File: src/rtl/pipelined_decode_ctrl_if.sv
// Handshake and ID/EX bundle between fetch, the decode stage and the ALU/memory stage.
// The decoder uses the slave modport; the environment driving fetch/downstream uses master.
interface pipelined_decode_ctrl_if #(
    parameter int INSTR_W = 24,
    parameter int OPC_W   = 4,
    parameter int REG_AW  = 4,
    parameter int ALUOP_W = 4
);
    logic               in_valid;
    logic               in_ready;
    logic [INSTR_W-1:0] instr;
    logic               flush;
    logic               out_valid;
    logic               out_ready;
    logic               reg_dst;
    logic               jump;
    logic               branch;
    logic               mem_read;
    logic               mem_to_reg;
    logic               mem_write;
    logic               alu_src;
    logic               reg_write;
    logic [ALUOP_W-1:0] alu_op;
    logic [OPC_W-1:0]   opcode;
    logic [REG_AW-1:0]  rs;
    logic [REG_AW-1:0]  rt;
    logic [REG_AW-1:0]  rd;
    logic               illegal;

    modport master (
        output in_valid, instr, flush, out_ready,
        input  in_ready, out_valid, reg_dst, jump, branch, mem_read, mem_to_reg,
               mem_write, alu_src, reg_write, alu_op, opcode, rs, rt, rd, illegal
    );

    modport slave (
        input  in_valid, instr, flush, out_ready,
        output in_ready, out_valid, reg_dst, jump, branch, mem_read, mem_to_reg,
               mem_write, alu_src, reg_write, alu_op, opcode, rs, rt, rd, illegal
    );
endinterface

File: src/rtl/pipelined_decode_ctrl.sv
// Decode stage: opcode -> control bundle registered into ID/EX with valid/ready, load-use
// bubbling, jump-shadow squashing and flush. DECODE_PERF_EN adds bubble/squash counters.
module pipelined_decode_ctrl #(
    parameter int INSTR_W    = 24,
    parameter int OPC_W      = 4,
    parameter int REG_AW     = 4,
    parameter int ALUOP_W    = 4,
    parameter int JUMP_SLOTS = 1
) (
    input  logic clk,
    input  logic rst_n,
    pipelined_decode_ctrl_if.slave bus
`ifdef DECODE_PERF_EN
    ,
    output logic [15:0] bubble_cnt,
    output logic [15:0] squash_cnt
`endif
);
    localparam int RS_LSB = INSTR_W - OPC_W - REG_AW;
    localparam int RT_LSB = RS_LSB - REG_AW;
    localparam int RD_LSB = RT_LSB - REG_AW;

    localparam logic [OPC_W-1:0] OPC_R  = OPC_W'(4'b0001);
    localparam logic [OPC_W-1:0] OPC_I  = OPC_W'(4'b0010);
    localparam logic [OPC_W-1:0] OPC_BR = OPC_W'(4'b1000);
    localparam logic [OPC_W-1:0] OPC_J  = OPC_W'(4'b0100);
    localparam logic [OPC_W-1:0] OPC_LD = OPC_W'(4'b1100);
    localparam logic [OPC_W-1:0] OPC_ST = OPC_W'(4'b0011);

    localparam logic [2:0] SHADOW_INIT = 3'(JUMP_SLOTS);

    typedef enum logic {
        ST_RUN    = 1'b0,
        ST_BUBBLE = 1'b1
    } state_t;

    typedef struct packed {
        logic               reg_dst;
        logic               jump;
        logic               branch;
        logic               mem_read;
        logic               mem_to_reg;
        logic               mem_write;
        logic               alu_src;
        logic               reg_write;
        logic [ALUOP_W-1:0] alu_op;
        logic               illegal;
    } ctrl_t;

    state_t             state_q, state_d;
    logic               out_valid_q, out_valid_d;
    ctrl_t              ctrl_q, ctrl_d;
    logic [OPC_W-1:0]   opcode_q, opcode_d;
    logic [REG_AW-1:0]  rs_q, rs_d;
    logic [REG_AW-1:0]  rt_q, rt_d;
    logic [REG_AW-1:0]  rd_q, rd_d;
    logic [2:0]         cnt_q, cnt_d;

    logic [OPC_W-1:0]   in_opc;
    logic [REG_AW-1:0]  in_rs;
    logic [REG_AW-1:0]  in_rt;
    logic [REG_AW-1:0]  in_rd;
    logic [ALUOP_W-1:0] in_funct;
    ctrl_t              ctrl_in;
    logic               in_uses_rt;
    logic               shadow;
    logic               hazard;
    logic               stage_free;
    logic               in_ready;
    logic               accept;
    logic               bubble_evt;
    logic               squash_evt;

    assign in_opc   = bus.instr[INSTR_W-1 -: OPC_W];
    assign in_rs    = bus.instr[RS_LSB +: REG_AW];
    assign in_rt    = bus.instr[RT_LSB +: REG_AW];
    assign in_rd    = bus.instr[RD_LSB +: REG_AW];
    assign in_funct = bus.instr[ALUOP_W-1:0];

    always_comb begin
        ctrl_in = '0;
        case (in_opc)
            OPC_R: begin
                ctrl_in.reg_dst   = 1'b1;
                ctrl_in.reg_write = 1'b1;
                ctrl_in.alu_op    = in_funct;
            end
            OPC_I: begin
                ctrl_in.reg_write = 1'b1;
                ctrl_in.alu_src   = 1'b1;
                ctrl_in.alu_op    = in_funct;
            end
            OPC_BR: begin
                ctrl_in.branch = 1'b1;
                ctrl_in.alu_op = ALUOP_W'(4'b0010);
            end
            OPC_J: begin
                ctrl_in.jump      = 1'b1;
                ctrl_in.reg_write = 1'b1;
                ctrl_in.alu_src   = 1'b1;
            end
            OPC_LD: begin
                ctrl_in.reg_write  = 1'b1;
                ctrl_in.mem_read   = 1'b1;
                ctrl_in.mem_to_reg = 1'b1;
                ctrl_in.alu_op     = ALUOP_W'(4'b0001);
            end
            OPC_ST: begin
                ctrl_in.mem_write = 1'b1;
                ctrl_in.alu_op    = ALUOP_W'(4'b0001);
            end
            default: ctrl_in.illegal = 1'b1;
        endcase
    end

    // Only R, BR and ST read rt as a source; the others write it or ignore it.
    assign in_uses_rt = (in_opc == OPC_R) || (in_opc == OPC_BR) || (in_opc == OPC_ST);
    assign shadow     = (cnt_q != 3'd0);

    // Instructions falling into a jump shadow are discarded, so they can never stall on a load.
    assign hazard = bus.in_valid && !shadow && out_valid_q && ctrl_q.mem_read &&
                    (rt_q != '0) &&
                    ((rt_q == in_rs) || (in_uses_rt && (rt_q == in_rt)));

    assign stage_free = !out_valid_q || bus.out_ready;
    assign in_ready   = rst_n && stage_free && (state_q == ST_RUN) && !hazard;
    assign accept     = bus.in_valid && in_ready;

    always_comb begin
        state_d     = ST_RUN;
        out_valid_d = out_valid_q;
        ctrl_d      = ctrl_q;
        opcode_d    = opcode_q;
        rs_d        = rs_q;
        rt_d        = rt_q;
        rd_d        = rd_q;
        cnt_d       = cnt_q;
        bubble_evt  = 1'b0;
        squash_evt  = 1'b0;

        if (bus.flush) begin
            out_valid_d = 1'b0;
            cnt_d       = 3'd0;
            squash_evt  = bus.in_valid;
        end else if ((state_q == ST_RUN) && hazard && stage_free) begin
            out_valid_d = 1'b0;
            state_d     = ST_BUBBLE;
            bubble_evt  = 1'b1;
        end else if (accept) begin
            if (shadow) begin
                out_valid_d = 1'b0;
                cnt_d       = cnt_q - 3'd1;
                squash_evt  = 1'b1;
            end else begin
                out_valid_d = 1'b1;
                ctrl_d      = ctrl_in;
                opcode_d    = in_opc;
                rs_d        = in_rs;
                rt_d        = in_rt;
                rd_d        = in_rd;
                if (ctrl_in.jump) begin
                    cnt_d = SHADOW_INIT;
                end
            end
        end else if (stage_free) begin
            out_valid_d = 1'b0;
        end
    end

    always_ff @(posedge clk or negedge rst_n) begin
        if (!rst_n) begin
            state_q     <= ST_RUN;
            out_valid_q <= 1'b0;
            ctrl_q      <= '0;
            opcode_q    <= '0;
            rs_q        <= '0;
            rt_q        <= '0;
            rd_q        <= '0;
            cnt_q       <= 3'd0;
        end else begin
            state_q     <= state_d;
            out_valid_q <= out_valid_d;
            ctrl_q      <= ctrl_d;
            opcode_q    <= opcode_d;
            rs_q        <= rs_d;
            rt_q        <= rt_d;
            rd_q        <= rd_d;
            cnt_q       <= cnt_d;
        end
    end

`ifdef DECODE_PERF_EN
    logic [15:0] bubble_cnt_q, bubble_cnt_d;
    logic [15:0] squash_cnt_q, squash_cnt_d;

    always_comb begin
        bubble_cnt_d = bubble_cnt_q;
        squash_cnt_d = squash_cnt_q;
        if (bubble_evt && (bubble_cnt_q != 16'hFFFF)) begin
            bubble_cnt_d = bubble_cnt_q + 16'd1;
        end
        if (squash_evt && (squash_cnt_q != 16'hFFFF)) begin
            squash_cnt_d = squash_cnt_q + 16'd1;
        end
    end

    always_ff @(posedge clk or negedge rst_n) begin
        if (!rst_n) begin
            bubble_cnt_q <= 16'd0;
            squash_cnt_q <= 16'd0;
        end else begin
            bubble_cnt_q <= bubble_cnt_d;
            squash_cnt_q <= squash_cnt_d;
        end
    end

    assign bubble_cnt = bubble_cnt_q;
    assign squash_cnt = squash_cnt_q;
`else
    logic unused_perf_evt;
    assign unused_perf_evt = bubble_evt ^ squash_evt;
`endif

    // Bits between rd and funct carry no control meaning.
    logic unused_instr;
    assign unused_instr = ^bus.instr;

    assign bus.in_ready   = in_ready;
    assign bus.out_valid  = out_valid_q;
    assign bus.reg_dst    = ctrl_q.reg_dst;
    assign bus.jump       = ctrl_q.jump;
    assign bus.branch     = ctrl_q.branch;
    assign bus.mem_read   = ctrl_q.mem_read;
    assign bus.mem_to_reg = ctrl_q.mem_to_reg;
    assign bus.mem_write  = ctrl_q.mem_write;
    assign bus.alu_src    = ctrl_q.alu_src;
    assign bus.reg_write  = ctrl_q.reg_write;
    assign bus.alu_op     = ctrl_q.alu_op;
    assign bus.illegal    = ctrl_q.illegal;
    assign bus.opcode     = opcode_q;
    assign bus.rs         = rs_q;
    assign bus.rt         = rt_q;
    assign bus.rd         = rd_q;
endmodule

File: src/flat_wrapper.sv
// flat-port wrapper written by rule: the top's interface ports become plain ports
module pipelined_decode_ctrl_flat 
#(
    parameter int INSTR_W    = 24,
    parameter int OPC_W      = 4,
    parameter int REG_AW     = 4,
    parameter int ALUOP_W    = 4,
    parameter int JUMP_SLOTS = 1
)
  (clk, rst_n, bus_in_valid, bus_instr, bus_flush, bus_out_ready, bus_in_ready, bus_out_valid, bus_reg_dst, bus_jump, bus_branch, bus_mem_read, bus_mem_to_reg, bus_mem_write, bus_alu_src, bus_reg_write, bus_alu_op, bus_opcode, bus_rs, bus_rt, bus_rd, bus_illegal);
  pipelined_decode_ctrl_if #(.INSTR_W(INSTR_W), .OPC_W(OPC_W), .REG_AW(REG_AW), .ALUOP_W(ALUOP_W)) bus_i ();
  input  logic clk;
  input  logic rst_n;
  input wire logic [$bits(bus_i.in_valid)-1:0] bus_in_valid;
  input wire logic [$bits(bus_i.instr)-1:0] bus_instr;
  input wire logic [$bits(bus_i.flush)-1:0] bus_flush;
  input wire logic [$bits(bus_i.out_ready)-1:0] bus_out_ready;
  output wire logic [$bits(bus_i.in_ready)-1:0] bus_in_ready;
  output wire logic [$bits(bus_i.out_valid)-1:0] bus_out_valid;
  output wire logic [$bits(bus_i.reg_dst)-1:0] bus_reg_dst;
  output wire logic [$bits(bus_i.jump)-1:0] bus_jump;
  output wire logic [$bits(bus_i.branch)-1:0] bus_branch;
  output wire logic [$bits(bus_i.mem_read)-1:0] bus_mem_read;
  output wire logic [$bits(bus_i.mem_to_reg)-1:0] bus_mem_to_reg;
  output wire logic [$bits(bus_i.mem_write)-1:0] bus_mem_write;
  output wire logic [$bits(bus_i.alu_src)-1:0] bus_alu_src;
  output wire logic [$bits(bus_i.reg_write)-1:0] bus_reg_write;
  output wire logic [$bits(bus_i.alu_op)-1:0] bus_alu_op;
  output wire logic [$bits(bus_i.opcode)-1:0] bus_opcode;
  output wire logic [$bits(bus_i.rs)-1:0] bus_rs;
  output wire logic [$bits(bus_i.rt)-1:0] bus_rt;
  output wire logic [$bits(bus_i.rd)-1:0] bus_rd;
  output wire logic [$bits(bus_i.illegal)-1:0] bus_illegal;
  assign bus_i.in_valid = bus_in_valid;
  assign bus_i.instr = bus_instr;
  assign bus_i.flush = bus_flush;
  assign bus_i.out_ready = bus_out_ready;
  assign bus_in_ready = bus_i.in_ready;
  assign bus_out_valid = bus_i.out_valid;
  assign bus_reg_dst = bus_i.reg_dst;
  assign bus_jump = bus_i.jump;
  assign bus_branch = bus_i.branch;
  assign bus_mem_read = bus_i.mem_read;
  assign bus_mem_to_reg = bus_i.mem_to_reg;
  assign bus_mem_write = bus_i.mem_write;
  assign bus_alu_src = bus_i.alu_src;
  assign bus_reg_write = bus_i.reg_write;
  assign bus_alu_op = bus_i.alu_op;
  assign bus_opcode = bus_i.opcode;
  assign bus_rs = bus_i.rs;
  assign bus_rt = bus_i.rt;
  assign bus_rd = bus_i.rd;
  assign bus_illegal = bus_i.illegal;
  pipelined_decode_ctrl #(.INSTR_W(INSTR_W), .OPC_W(OPC_W), .REG_AW(REG_AW), .ALUOP_W(ALUOP_W), .JUMP_SLOTS(JUMP_SLOTS)) u_core (.clk(clk), .rst_n(rst_n), .bus(bus_i));
endmodule
File: config.mk
export PLATFORM = sky130hd
export DESIGN_NAME = pipelined_decode_ctrl_flat
export DESIGN_NICKNAME = d
export VERILOG_FILES = /design/src/rtl/pipelined_decode_ctrl_if.sv /design/src/rtl/pipelined_decode_ctrl.sv /design/src/flat_wrapper.sv
export SDC_FILE = /design/constraint.sdc
export NUM_CORES = 1
export LEC_CHECK = 0
export ABC_AREA = 0
export CORE_MARGIN = 2
export CORE_UTILIZATION = 25
export DETAILED_ROUTE_END_ITERATION = 12
export HOLD_SLACK_MARGIN = 0.06
export PLACE_DENSITY_LB_ADDON = 0.2
export SLEW_MARGIN = 20
export SYNTH_ARGS = -nofsm -noshare
export SYNTH_HDL_FRONTEND = slang
export SYNTH_SLANG_ARGS = --single-unit
File: constraint.sdc
create_clock -name clk -period 2.56 [get_ports clk]
set_input_delay 0.256 -clock clk [delete_from_list [all_inputs] [get_ports clk]]
set_output_delay 0.256 -clock clk [all_outputs]
set_load 0.01 [all_outputs]
### Word-level counts from Yosys, hierarchy flattened

Cells that the tools add are included.

* add/sub/neg operators: 1
* equal/unequal tests: 9
* muxes and demuxes: 21
* bitwise gates (word level): 4
* reduce and logical (&&, ||, !) cells: 31

Operator list (count)
* $mux 3: 5
* $mux 1: 14
* $logic_and 1x1->1: 12
* $pmux 4 s3: 1
* $eq 4x2->1 const B: 2
* $eq 4x4->1: 2
* $eq 4x4->1 const B: 2
* $reduce_bool 4->1: 2
* $reduce_bool 3->1: 2
* $reduce_or 2->1: 3
* $reduce_or 6->1: 1
* $eq 4x1->1 const B: 1
* $eq 4x3->1 const B: 1
* $logic_or 1x1->1: 4
* $not 1->1: 4
* $reduce_and 4->1: 1
* $reduce_or 4->1: 1
* $logic_not 1->1: 3
* $reduce_and 3->1: 1
* $sub 3x1->3 const B: 1
* $mux 2: 1
* $ne 2x2->1 const B: 1
* $reduce_bool 2->1: 1

* register bits after elaboration: 34
* input port bits: 29
* output and inout bits: 31

### Longest topological paths before layout

* depth in word-level cells: 13
* gate-level depth with buffers: 6

### Least setup slack after synthesis

No wires, ideal clock.

* kind: flip-flop to flip-flop
* start point: reg u_core.rt_q[0], in the netlist u_core.bus.rt[0]
* end point: reg u_core.ctrl_q (netlist bit u_core.bus.illegal)
* library setup time: 0.125 ns
* data arrival time: 2.091 ns
* setup slack: 0.344 ns
* stages on the path, launching flop included: 7
* buffers on the path: 1
* period minus slack after synthesis: 2.216 ns
* path through: dfrtp_1 > or4_1 > and3_4 > a211oi_4 > o21ai_4 > buf_6 > mux2_4

* longest elaborated chain between the ends: 8
* elaborated cells on any way between the ends: 14
* those cells by class: 2 x eq/ne; 1 x bitwise; 11 x reduce/logical

Ends and longest elaborated chain
* start, declared: line pipelined_decode_ctrl.sv:55 `logic [REG_AW-1:0] rt_q, rt_d;`
* start signal, assigned: line pipelined_decode_ctrl.sv:186 `rt_q <= rt_d;`
* $eq 4x4->1: line pipelined_decode_ctrl.sv:123 `((rt_q == in_rs) || (in_uses_rt && (rt_q == in_rt)));`
* $logic_and 1x1->1: line pipelined_decode_ctrl.sv:123
* $logic_or 1x1->1: line pipelined_decode_ctrl.sv:123
* $logic_and 1x1->1 *: line pipelined_decode_ctrl.sv:122 `(rt_q != '0) &&`
* $logic_not 1->1 or $logic_and 1x1->1 (tied branches): line pipelined_decode_ctrl.sv:126, pipelined_decode_ctrl.sv:145
* $logic_and 1x1->1, on equally long branches: line pipelined_decode_ctrl.sv:126, pipelined_decode_ctrl.sv:145
* $logic_and 1x1->1 or $not 1->1 (tied branches)
* $reduce_and 4->1 (no line) *
* end signal, assigned: line pipelined_decode_ctrl.sv:183 `ctrl_q <= ctrl_d;`
* end, declared: line pipelined_decode_ctrl.sv:52 `ctrl_t ctrl_q, ctrl_d;`

Every way passes the cells marked *; elsewhere a longest branch is shown, timed or not.
A chain may end at the register's enable or synchronous reset.

### Worst setup path after layout

* start point: in bus_instr[23]
* end point: out bus_in_ready

* longest elaborated chain between the ends: 8
* elaborated cells on any way between the ends: 10
* those cells by class: 3 x eq/ne; 7 x reduce/logical

Ends and longest elaborated chain
* start, declared: line flat_wrapper.sv:15 `input wire logic [$bits(bus_i.instr)-1:0] bus_instr;`
* $eq 4x1->1 or $eq 4x4->1 (tied branches): line pipelined_decode_ctrl.sv:117 `assign in_uses_rt = (in_opc == OPC_R) || (in_opc == OPC_BR) || (in_opc == OPC_ST);`
* $logic_or 1x1->1: line pipelined_decode_ctrl.sv:117
* $logic_or 1x1->1 *: line pipelined_decode_ctrl.sv:117
* $logic_and 1x1->1 *: line pipelined_decode_ctrl.sv:123
* $logic_or 1x1->1 *: line pipelined_decode_ctrl.sv:123
* $logic_and 1x1->1 *: line pipelined_decode_ctrl.sv:122
* $logic_not 1->1 *: line pipelined_decode_ctrl.sv:126 `assign in_ready = rst_n && stage_free && (state_q == ST_RUN) && !hazard;`
* $logic_and 1x1->1 *: line pipelined_decode_ctrl.sv:126
* end, declared: line flat_wrapper.sv:18 `output wire logic [$bits(bus_i.in_ready)-1:0] bus_in_ready;`

Marked as above.

==> results.json <==
{
  "slowest_delay_ns": 0.50,
  "rows": 30,
  "ctsLongestPathBuffers": 2,
  "ios": 60,
  "synthCells": 135,
  "routedWlPerCell_um": 15.3,
  "diodes": 0,
  "syn_nets": 164,
  "synth_seq_cells": 33,
  "worstMarginPinSlew_ns": 0.547,
  "crit_type": "primary input to output pin",
  "final_core_util_pct": 37.3,
  "hold_viol": 0,
  "p_per_area_mw_per_mm2": 612,
  "fin_setup_tns_ns": 0,
  "drv_cap": 0,
  "power_mw": 1.54,
  "die_y_um": 86.8,
  "synth.area.top_cells": "dfrtp_1, mux2_4, mux2_2",
  "leakage_nw": 1.09,
  "ant_nets": 0,
  "end_kind": "output pin",
  "antenna_found_initial": 0,
  "grtUsageTotal_pct": 12.5,
  "avgSynthCellArea_sq_um": 12.7,
  "totalWireLength_mm": 4.29,
  "fin_crit_ns": 2.47,
  "place_ws_ns": -0.164,
  "layout_common_cells": "clkdlybuf4s50_1, dfrtp_1, mux2_4",
  "path_buf_inv": 2,
  "worstPathRequired_ns": 2.30,
  "drive_above_1_share_pct": 25.4,
  "maxSlewHeadroom_pct": 63.2,
  "ys_seq_area_share_pct": 48.1,
  "cp.arrival_ns": 2.21,
  "die_area_sq_mm": 0.00754,
  "cts_sinks": 33,
  "maxSlewViolCount": 0,
  "yosysWarnings": 0,
  "vias": 1264,
  "crit_chain": "clkdlybuf4s50_1 > or3b_2 > a211oi_4 > a41oi_2 > o211a_1 > dlygate4sd2_1",
  "cts-root-buf": "clkbuf_8",
  "nets": 229,
  "start_kind": "primary input",
  "gp_congestion": 0.684,
  "area_growth_pct": 46.2,
  "grt.overflow.total": 0,
  "postLayoutCellArea_sq_mm": 0.00251,
  "firstDrtPassIters": 4,
  "reg2reg_depth": 6,
  "fin_ws_ns": 0.0893,
  "grt_start_max_net_pins": 34,
  "yosys.area.top_type_share_pct": 48.1,
  "setup_viol_count_final": 0,
  "fp.dieW_um": 86.8,
  "via_per_inst": 4.50,
  "clock_latency_ns": 0.29,
  "floorplan.initialDensity_pct": 25.5,
  "period_share_pct": 96.5,
  "fmax_mhz": 405,
  "slowest_stage": "or3b_2",
  "holdCritPathClass": "primary input to asynchronous set/reset pin",
  "dp_hpwl_mm": 2.93,
  "grt_pass1_wl_mm": 7.25,
  "mostFrequentLayoutCell": "clkdlybuf4s50_1",
  "r2r_slack_ns": 0.24,
  "post-route-drc-count": 0,
  "grt_pass1_vias": 1373,
  "cp_top_family": "buffers and inverters",
  "skew_ns": 0.00640,
  "cts_htree_levels": 2,
  "core_sq_mm": 0.00672,
  "syn-cell-area_sq_mm": 0.00172,
  "port-buffer-count": 55,
  "nFillCells": 653,
  "drt_iter0_drc": 37,
  "cts_made_buffers": 5,
  "synth_top_area_cell": "dfrtp_1",
  "cts_tree": "yes",
  "vdd_drop_max_mv": 0.147,
  "synth_cell_types": 39,
  "cp_max_fo": 2,
  "rsz0062_at_grt": "false",
  "placed_area_sq_mm": 0.00240,
  "cp_num_cells": 6,
  "outcome": "complete, no violations",
  "cts.clk_slew.worst_paths_ns": 0.07
}
## metal layers
metal  track usage [%]  share of wire (%)
met2              19.4                 47
met4              3.84                1.4
met3              3.90                6.4
met1              16.8                 46
met5                 0                  0
## logic make-up after synthesis
logic type	after synthesis	share of synthesized area (%)
xor+xnor	11	5.62
fa+ha+maj	1	0.584
mux	30	22.8
buf+inv	11	3.50
compound gates	13	6.64
flops	33	48.1
simple gates	36	12.7
## Yosys cell counts (all sizes together)
master and count:
clkbuf 3, or4b 1, or4 2, mux2i 5, nor2 5, or3b 1
nand4b 1, xor2 5, o32a 1, nor4 2, a21oi 3, nor2b 3
o21ai 3, o211a 1, o31ai 1, nor3 4, dfrtp 33, maj3 1
buf 4, and3 3, xnor2 6, nor3b 1, o32ai 1, and4 1
nand2b 4, nand3 2, a41oi 1, nand4 1, nor4b 1, nand2 4
inv 4, mux2 25, a211oi 2
## through the flow
| step | hold WS (ns) | instances |
|---|---|---|
| after floorplan | -0.0396 | 135 |
| final | 0.0435 | 281 |
| after detailed placement | 0.391 | 272 |
| after global placement | 0.395 | 272 |
| after global routing | 0.0861 | 281 |
| after CTS | 0.0712 | 281 |
## worst reg2reg max path, stage by stage, from the launching register on
cell	delay, ns
dfrtp_1	0.45
or4_1	0.61
and3_4	0.23
a211oi_4	0.31
o21ai_4	0.11
buf_4	0.19
mux2_4	0.30
## layout make-up
| class | instances | area, sq um | share of cell area (%) |
|---|---|---|---|
| timing repair buffer | 65 | 632 | 25.2 |
| clock buffer | 5 | 68.8 | 2.74 |
| tap | 80 | 100 | 3.99 |
| sequential | 33 | 826 | 32.9 |
| clock inverter | 3 | 17.5 | 0.698 |
| inverter | 4 | 15.0 | 0.599 |
| multi-input combinational | 91 | 850 | 33.9 |
## power by group
part | switching, mW | internal, mW
registers | 0.0625 | 0.600
clock network | 0.203 | 0.188
logic | 0.179 | 0.303
total | 0.444 | 1.09
## worst paths after layout
path,from,endpoint
setup reg to reg,u_core.bus.rt[0],u_core.bus.rs[3]
min in group clk,u_core.bus.rd[1],u_core.bus.rd[1]
max in group asynchronous,rst_n,u_core.bus.opcode[0]
hold reg to reg,u_core.bus.rd[1],u_core.bus.rd[1]
hold / removal,rst_n,u_core.bus.rt[2]
setup / recovery,bus_instr[23],bus_in_ready
## what timing repair did
item / 4_1_cts / 5_1_grt
hold endpoints to repair: 0 / 0
pin swaps: 1 / 1
endpoints found under the setup margin: 1 / 9
hold buffers: 0 / 0
gates resized for setup: 3 / 1
setup buffers: 1 / 0
No activity file was read; power rests on OpenSTA's default activity.
